<file path="src/rtl/proc_pkg.sv">
// Shared pipeline constants: datapath widths, special register indices and the
// opcode encodings used by the writeback-side decoder and the register file.
package proc_pkg;

  localparam int unsigned DATA_W   = 32;
  localparam int unsigned ADDR_W   = 5;
  localparam int unsigned NUM_REGS = 2 ** ADDR_W;

  localparam logic [ADDR_W-1:0] REG_ZERO = 5'd0;
  localparam logic [ADDR_W-1:0] REG_RA   = 5'd31;

  typedef enum logic [4:0] {
    OP_RTYPE = 5'b00000,
    OP_ADDI  = 5'b00101,
    OP_LW    = 5'b01000,
    OP_JAL   = 5'b00011
  } opcode_t;

endpackage

</file>
<file path="src/rtl/wb_regfile_if.sv">
// Writeback request and decode read-port bundle for the register file.
// master = pipeline side, slave = register file.
interface wb_regfile_if;
  import proc_pkg::*;

  logic              wb_we;
  logic [ADDR_W-1:0] wb_reg;
  logic [DATA_W-1:0] wb_data;
  logic              rd_en;
  logic [ADDR_W-1:0] rs_a;
  logic [ADDR_W-1:0] rs_b;
  logic [DATA_W-1:0] rd_a;
  logic [DATA_W-1:0] rd_b;

  modport master (
    output wb_we, wb_reg, wb_data, rd_en, rs_a, rs_b,
    input  rd_a, rd_b
  );

  modport slave (
    input  wb_we, wb_reg, wb_data, rd_en, rs_a, rs_b,
    output rd_a, rd_b
  );

endinterface

</file>
<file path="src/rtl/wb_regfile_read_port.sv">
// One registered read port: zero-index check, same-cycle write bypass,
// array mux and an output register that holds while rd_en is low.
module rf_read_port
  import proc_pkg::*;
(
  input  logic                              clock,
  input  logic                              reset_n,
  input  logic                              i_rd_en,
  input  logic [ADDR_W-1:0]                 i_rs,
  input  logic                              i_wb_we,
  input  logic [ADDR_W-1:0]                 i_wb_reg,
  input  logic [DATA_W-1:0]                 i_wb_data,
  input  logic [NUM_REGS-1:0][DATA_W-1:0]   i_regs,
  output logic [DATA_W-1:0]                 o_rd
);

  logic [DATA_W-1:0] w_next;
  logic [DATA_W-1:0] r_rd;

  always_comb begin
    w_next = i_regs[i_rs];
    if (i_rs == REG_ZERO) begin
      w_next = '0;
    end else if (i_wb_we && (i_wb_reg == i_rs)) begin
      w_next = i_wb_data;
    end
  end

  always_ff @(posedge clock) begin
    if (!reset_n) begin
      r_rd <= '0;
    end else if (i_rd_en) begin
      r_rd <= w_next;
    end
  end

  assign o_rd = r_rd;

endmodule

</file>
<file path="src/rtl/wb_regfile.sv">
// Architectural register file terminating the writeback stage: 31 stored
// registers plus hardwired zero, two registered read ports with write bypass.
module wb_regfile
  import proc_pkg::*;
(
  input  logic         clock,
  input  logic         reset_n,
  wb_regfile_if.slave  bus
);

  logic [NUM_REGS-1:1][DATA_W-1:0] r_regs;
  logic [NUM_REGS-1:0][DATA_W-1:0] w_regs;

  // Index 0 carries no storage; the read ports see a constant zero there.
  assign w_regs = {r_regs, {DATA_W{1'b0}}};

  always_ff @(posedge clock) begin
    if (!reset_n) begin
      r_regs <= '0;
    end else begin
      for (int unsigned i = 1; i < NUM_REGS; i++) begin
        if (bus.wb_we && (bus.wb_reg == ADDR_W'(i))) begin
          r_regs[i] <= bus.wb_data;
        end
      end
    end
  end

  rf_read_port u_port_a (
    .clock     (clock),
    .reset_n   (reset_n),
    .i_rd_en   (bus.rd_en),
    .i_rs      (bus.rs_a),
    .i_wb_we   (bus.wb_we),
    .i_wb_reg  (bus.wb_reg),
    .i_wb_data (bus.wb_data),
    .i_regs    (w_regs),
    .o_rd      (bus.rd_a)
  );

  rf_read_port u_port_b (
    .clock     (clock),
    .reset_n   (reset_n),
    .i_rd_en   (bus.rd_en),
    .i_rs      (bus.rs_b),
    .i_wb_we   (bus.wb_we),
    .i_wb_reg  (bus.wb_reg),
    .i_wb_data (bus.wb_data),
    .i_regs    (w_regs),
    .o_rd      (bus.rd_b)
  );

endmodule

</file>
<file path="src/flat_wrapper.sv">
// flat-port wrapper written by rule: the top's interface ports become plain ports
module wb_regfile_flat import proc_pkg::*;
  (clock, reset_n, bus_wb_we, bus_wb_reg, bus_wb_data, bus_rd_en, bus_rs_a, bus_rs_b, bus_rd_a, bus_rd_b);
  wb_regfile_if bus_i ();
  input  logic clock;
  input  logic reset_n;
  input wire logic [$bits(bus_i.wb_we)-1:0] bus_wb_we;
  input wire logic [$bits(bus_i.wb_reg)-1:0] bus_wb_reg;
  input wire logic [$bits(bus_i.wb_data)-1:0] bus_wb_data;
  input wire logic [$bits(bus_i.rd_en)-1:0] bus_rd_en;
  input wire logic [$bits(bus_i.rs_a)-1:0] bus_rs_a;
  input wire logic [$bits(bus_i.rs_b)-1:0] bus_rs_b;
  output wire logic [$bits(bus_i.rd_a)-1:0] bus_rd_a;
  output wire logic [$bits(bus_i.rd_b)-1:0] bus_rd_b;
  assign bus_i.wb_we = bus_wb_we;
  assign bus_i.wb_reg = bus_wb_reg;
  assign bus_i.wb_data = bus_wb_data;
  assign bus_i.rd_en = bus_rd_en;
  assign bus_i.rs_a = bus_rs_a;
  assign bus_i.rs_b = bus_rs_b;
  assign bus_rd_a = bus_i.rd_a;
  assign bus_rd_b = bus_i.rd_b;
  wb_regfile u_core (.clock(clock), .reset_n(reset_n), .bus(bus_i));
endmodule
</file>
<file path="config.mk">
export PLATFORM = sky130hd
export DESIGN_NAME = wb_regfile_flat
export DESIGN_NICKNAME = d
export VERILOG_FILES = /design/src/rtl/proc_pkg.sv /design/src/rtl/wb_regfile_if.sv /design/src/rtl/wb_regfile_read_port.sv /design/src/rtl/wb_regfile.sv /design/src/flat_wrapper.sv
export SDC_FILE = /design/constraint.sdc
export NUM_CORES = 2
export LEC_CHECK = 0
export CAP_MARGIN = 15
export CORE_ASPECT_RATIO = 0.75
export CORE_MARGIN = 5
export CORE_UTILIZATION = 40
export CTS_BUF_LIST = sky130_fd_sc_hd__clkbuf_8
export DETAILED_ROUTE_END_ITERATION = 10
export GPL_TIMING_DRIVEN = 0
export PLACE_DENSITY = 0.57
export SETUP_SLACK_MARGIN = 0.05
export SLEW_MARGIN = 15
export SYNTH_ARGS = -nofsm -noshare
export SYNTH_HDL_FRONTEND = slang
export SYNTH_HIERARCHICAL = 1
export SYNTH_SLANG_ARGS = --single-unit
</file>
<file path="constraint.sdc">
create_clock -name clock -period 2.3 [get_ports clock]
set_input_delay 0.575 -clock clock [delete_from_list [all_inputs] [get_ports clock]]
set_output_delay 0.575 -clock clock [all_outputs]
set_load 0.05 [all_outputs]
</file>
==> results.toml <==
[critical_path]
crit_buf_inv = 3
crit_type = "input port to register"
cp-end-kind = "register"
required_ns = 3.13
cp_max_fo = 10
max_stage_delay_ns = 0.74
startpoint = "reset_n"
startpoint_type = "input port"
crit_slowest_cell = "clkbuf_1"
path_cells = "clkdlybuf4s50_1 > nor2b_1 > clkbuf_1 > clkbuf_2 > a22o_1 > a2111o_1"
critPathTopFamily = "buffers and inverters"
reg2reg_from = "u_core/r_regs[59]$_SDFFE_PN0P_"
worstPathArrival_ns = 3.28

[timing]
slew_headroom = 0.1108
timing.fmax_mhz = 409.3
fin_skew_ns = 0.03666
slew_viol_final = 0
grt_setup_unrepaired = "yes"
final.period_utilization = 1.062
setup_viol = 55
finalHoldViolCount = 0
fin_crit_ns = 2.443
setup_slack_ns = -0.1434
worst-slew-pin-transition_ns = 1.334

[power_and_ir_drop]
ir_drop_v = 0.0005658
intPower_uw = 29750
powerDensity_nw_per_um2 = 665.7
p_leak_uw = 0.02633
clockPowerShare = 0.443
swShare = 0.2938
p_sw_uw = 12380
seq_power_share = 0.441
pwr-share-comb = 0.116

[global_routing]
grt.total_usage = 0.3540
antenna_found_initial = 10
grt_max_degree = 17
grt_pass1_vias = 46010
grt-ovfl-total = 0
grt_pass1_wl_um = 359000

[synthesis]
syn_inst = 5187
synth.distinct_cells = 36
syn_area_um2 = 54850
yosys_warnings = 6
synth.avg_cell_area_um2 = 10.57
synth_seq_cells = 1056
synthArstFlopShare = 0
synth_edf_count = 0
synthFlopType = "dfxtp_1"
synth_seq_area_share = 0.3854

[route]
antenna_left = 0
drt_iter0_drc = 6824
wire_per_inst_um = 35.33
wl_um = 264800
drcViolationCount = 0
vias_per_cell = 6.518
num_vias = 48860
dr.pass1.iters = 8

[floorplan]
die_w_um = 437.6
core_area_um2 = 136000
die_area_um2 = 144700
start_util = 0.4033
fp-row-count = 117
die_h_um = 330.7
io-pin-count = 115

[finish]
final_layout_size_suffix_gt1_frac = 0.2269
final_cell_area_um2 = 63270
multi_input_area_um2 = 31850
nNetsFinal = 5613
regArea_um2 = 21150
instances_no_fill = 7495
fill_cells = 12770
area.growth.synth_to_final_pct = 15.36
final_core_util = 0.4653

[run_status]
status = "finished with violations"
violations = "negative setup slack"

[clocking]
clk_latency_ns = 0.95
clockBufferDepth = 3
clkTransAtPathRegs_ns = 0.06
cts_sinks = 1056
cts-root-buf = "clkbuf_8"
hold_buffers = 0
h-tree-depth = 4
cts_tree = "done"
numCtsBuffers = 175

[placement]
dp.cells = 7151
placedInstanceArea_um2 = 58600
gp_congestion = 1.006
dp_hpwl_um = 187700
port_buffers = 110

[hold_path]
min-delay-start = "bus_wb_data[27]"
hold_class = "input port to register"

[flow_run]
cap_violations = 0
==> Yosys cell counts, drive strengths merged (4+ instances only) <==
cell / instances / area (um2)
a2111o: 64 / 720.7
a21oi: 128 / 640.6
a221oi: 128 / 1121
a22o: 64 / 560.5
a22oi: 64 / 480.5
buf: 229 / 1221
clkbuf: 324 / 1216
dfxtp: 1056 / 21140
inv: 4 / 15.01
mux2i: 1248 / 12490
mux4: 384 / 8648
nand2: 1170 / 4392
nand3: 4 / 20.02
nor2: 15 / 56.30
nor2b: 8 / 50.05
nor4: 4 / 37.53
o211ai: 64 / 780.8
o21ai: 196 / 980.9
xnor2: 10 / 87.58
==> sequential cells by signal, indices dropped and copies added, names as in the netlist <==
register / cells
u_core/r_regs: 992
u_core/u_port_a/o_rd: 32
u_core/u_port_b/o_rd: 32
==> power by group through the flow <==
stage | sequential (uW) | combinational (uW) | clock, uW
after floorplan | 19100 | 2220 | 0
after global placement | 19000 | 4420 | 0
after detailed placement | 19000 | 4460 | 0
after CTS | 18600 | 4550 | 18700
after global routing | 18600 | 4800 | 19600
final | 18600 | 4870 | 18700
==> cell type report <==
type,instances,share of cell area
flip-flops and latches,1056,0.3343
well taps,1785,0.03530
inverters,4,0.0003559
clock inverters,80,0.009630
diodes,8,0.0003164
plain buffers,552,0.04768
repair buffers,136,0.01756
multi-input cells,3637,0.5033
clock buffers,237,0.05155
==> layer usage <==
| layer | wire length (um) | global-route usage | up-vias |
|---|---|---|---|
| met1 | 104100 | 0.4633 | 24390 |
| met4 | 18790 | 0.2154 | 10 |
| met3 | 36280 | 0.1318 | 902 |
| met2 | 105400 | 0.4944 | 3787 |
| li1 | - | - | 19770 |
| met5 | 245 | 0.01382 | - |
==> what timing repair did <==
action | in CTS | in global routing
pin swaps | 6 | 4
endpoints found under the hold margin | 0 | 0
setup buffers | 17 | 3
endpoints found under the setup margin | 897 | 791
resized for setup | 609 | 213
==> metrics by stage <==
stage | total power [uW] | setup WS (ns) | hold WS (ns) | setup TNS [ns]
3_5_place_dp | 23460 | -2.303 | 0.4579 | -1235.35
2_1_floorplan | 21310 | 0.04273 | 0.4413 | 0
5_1_grt | 43040 | -0.05721 | 0.3534 | -0.2146
6_report | 42120 | -0.1434 | 0.3330 | -1.331
3_3_place_gp | 23410 | -3.347 | 0.4485 | -1324.32
4_1_cts | 41880 | 0.02143 | 0.2680 | 0
==> worst paths after layout <==
path	endpoint	slack [ns]	depth (start not counted)
max	u_core/u_port_b/o_rd[5]$_SDFFE_PN0P_	-0.14	6
min	u_core/r_regs[987]$_SDFFE_PN0P_	0.33	3
max reg2reg	u_core/u_port_b/o_rd[27]$_SDFFE_PN0P_	0.44	5
min reg2reg	u_core/r_regs[956]$_SDFFE_PN0P_	0.47	2
==> logic make-up after synthesis <==
kind of cell | Yosys count | share of synthesized area
XOR/XNOR | 10 | 0.001597
multiplexers | 1632 | 0.3854
AND/OR/NAND/NOR | 1221 | 0.08600
other | 1 | 0.00006837
buffers and inverters | 557 | 0.04471
AO/OA/AOI/OAI | 710 | 0.09677
flip-flops | 1056 | 0.3854
==> tightest hold or removal path, delay by kind of cell <==
kind,cells,cell delay (ns)
multiplexers,1,0.08
buffers and inverters,1,0.44
AND/OR/NAND/NOR,1,0.12
==> layout by cell type, fill, tap and decap left out, types with 32 or more instances in the layout <==
cell type        instances
mux2i_1               1248
nand2_1               1170
dfxtp_1               1048
mux4_2                 384
clkbuf_8               240
buf_2                  185
clkbuf_1               144
clkbuf_2               135
a21oi_1                106
a221oi_1               105
o21ai_0                 98
o21ai_1                 94
buf_4                   79
a22o_1                  64
conb_1                  64
a22oi_1                 64
a2111o_1                64
o211ai_2                60
clkbuf_4                47
inv_1                   44
clkdlybuf4s50_1         39
buf_6                   32
No activity file was read; power rests on OpenSTA's default activity.
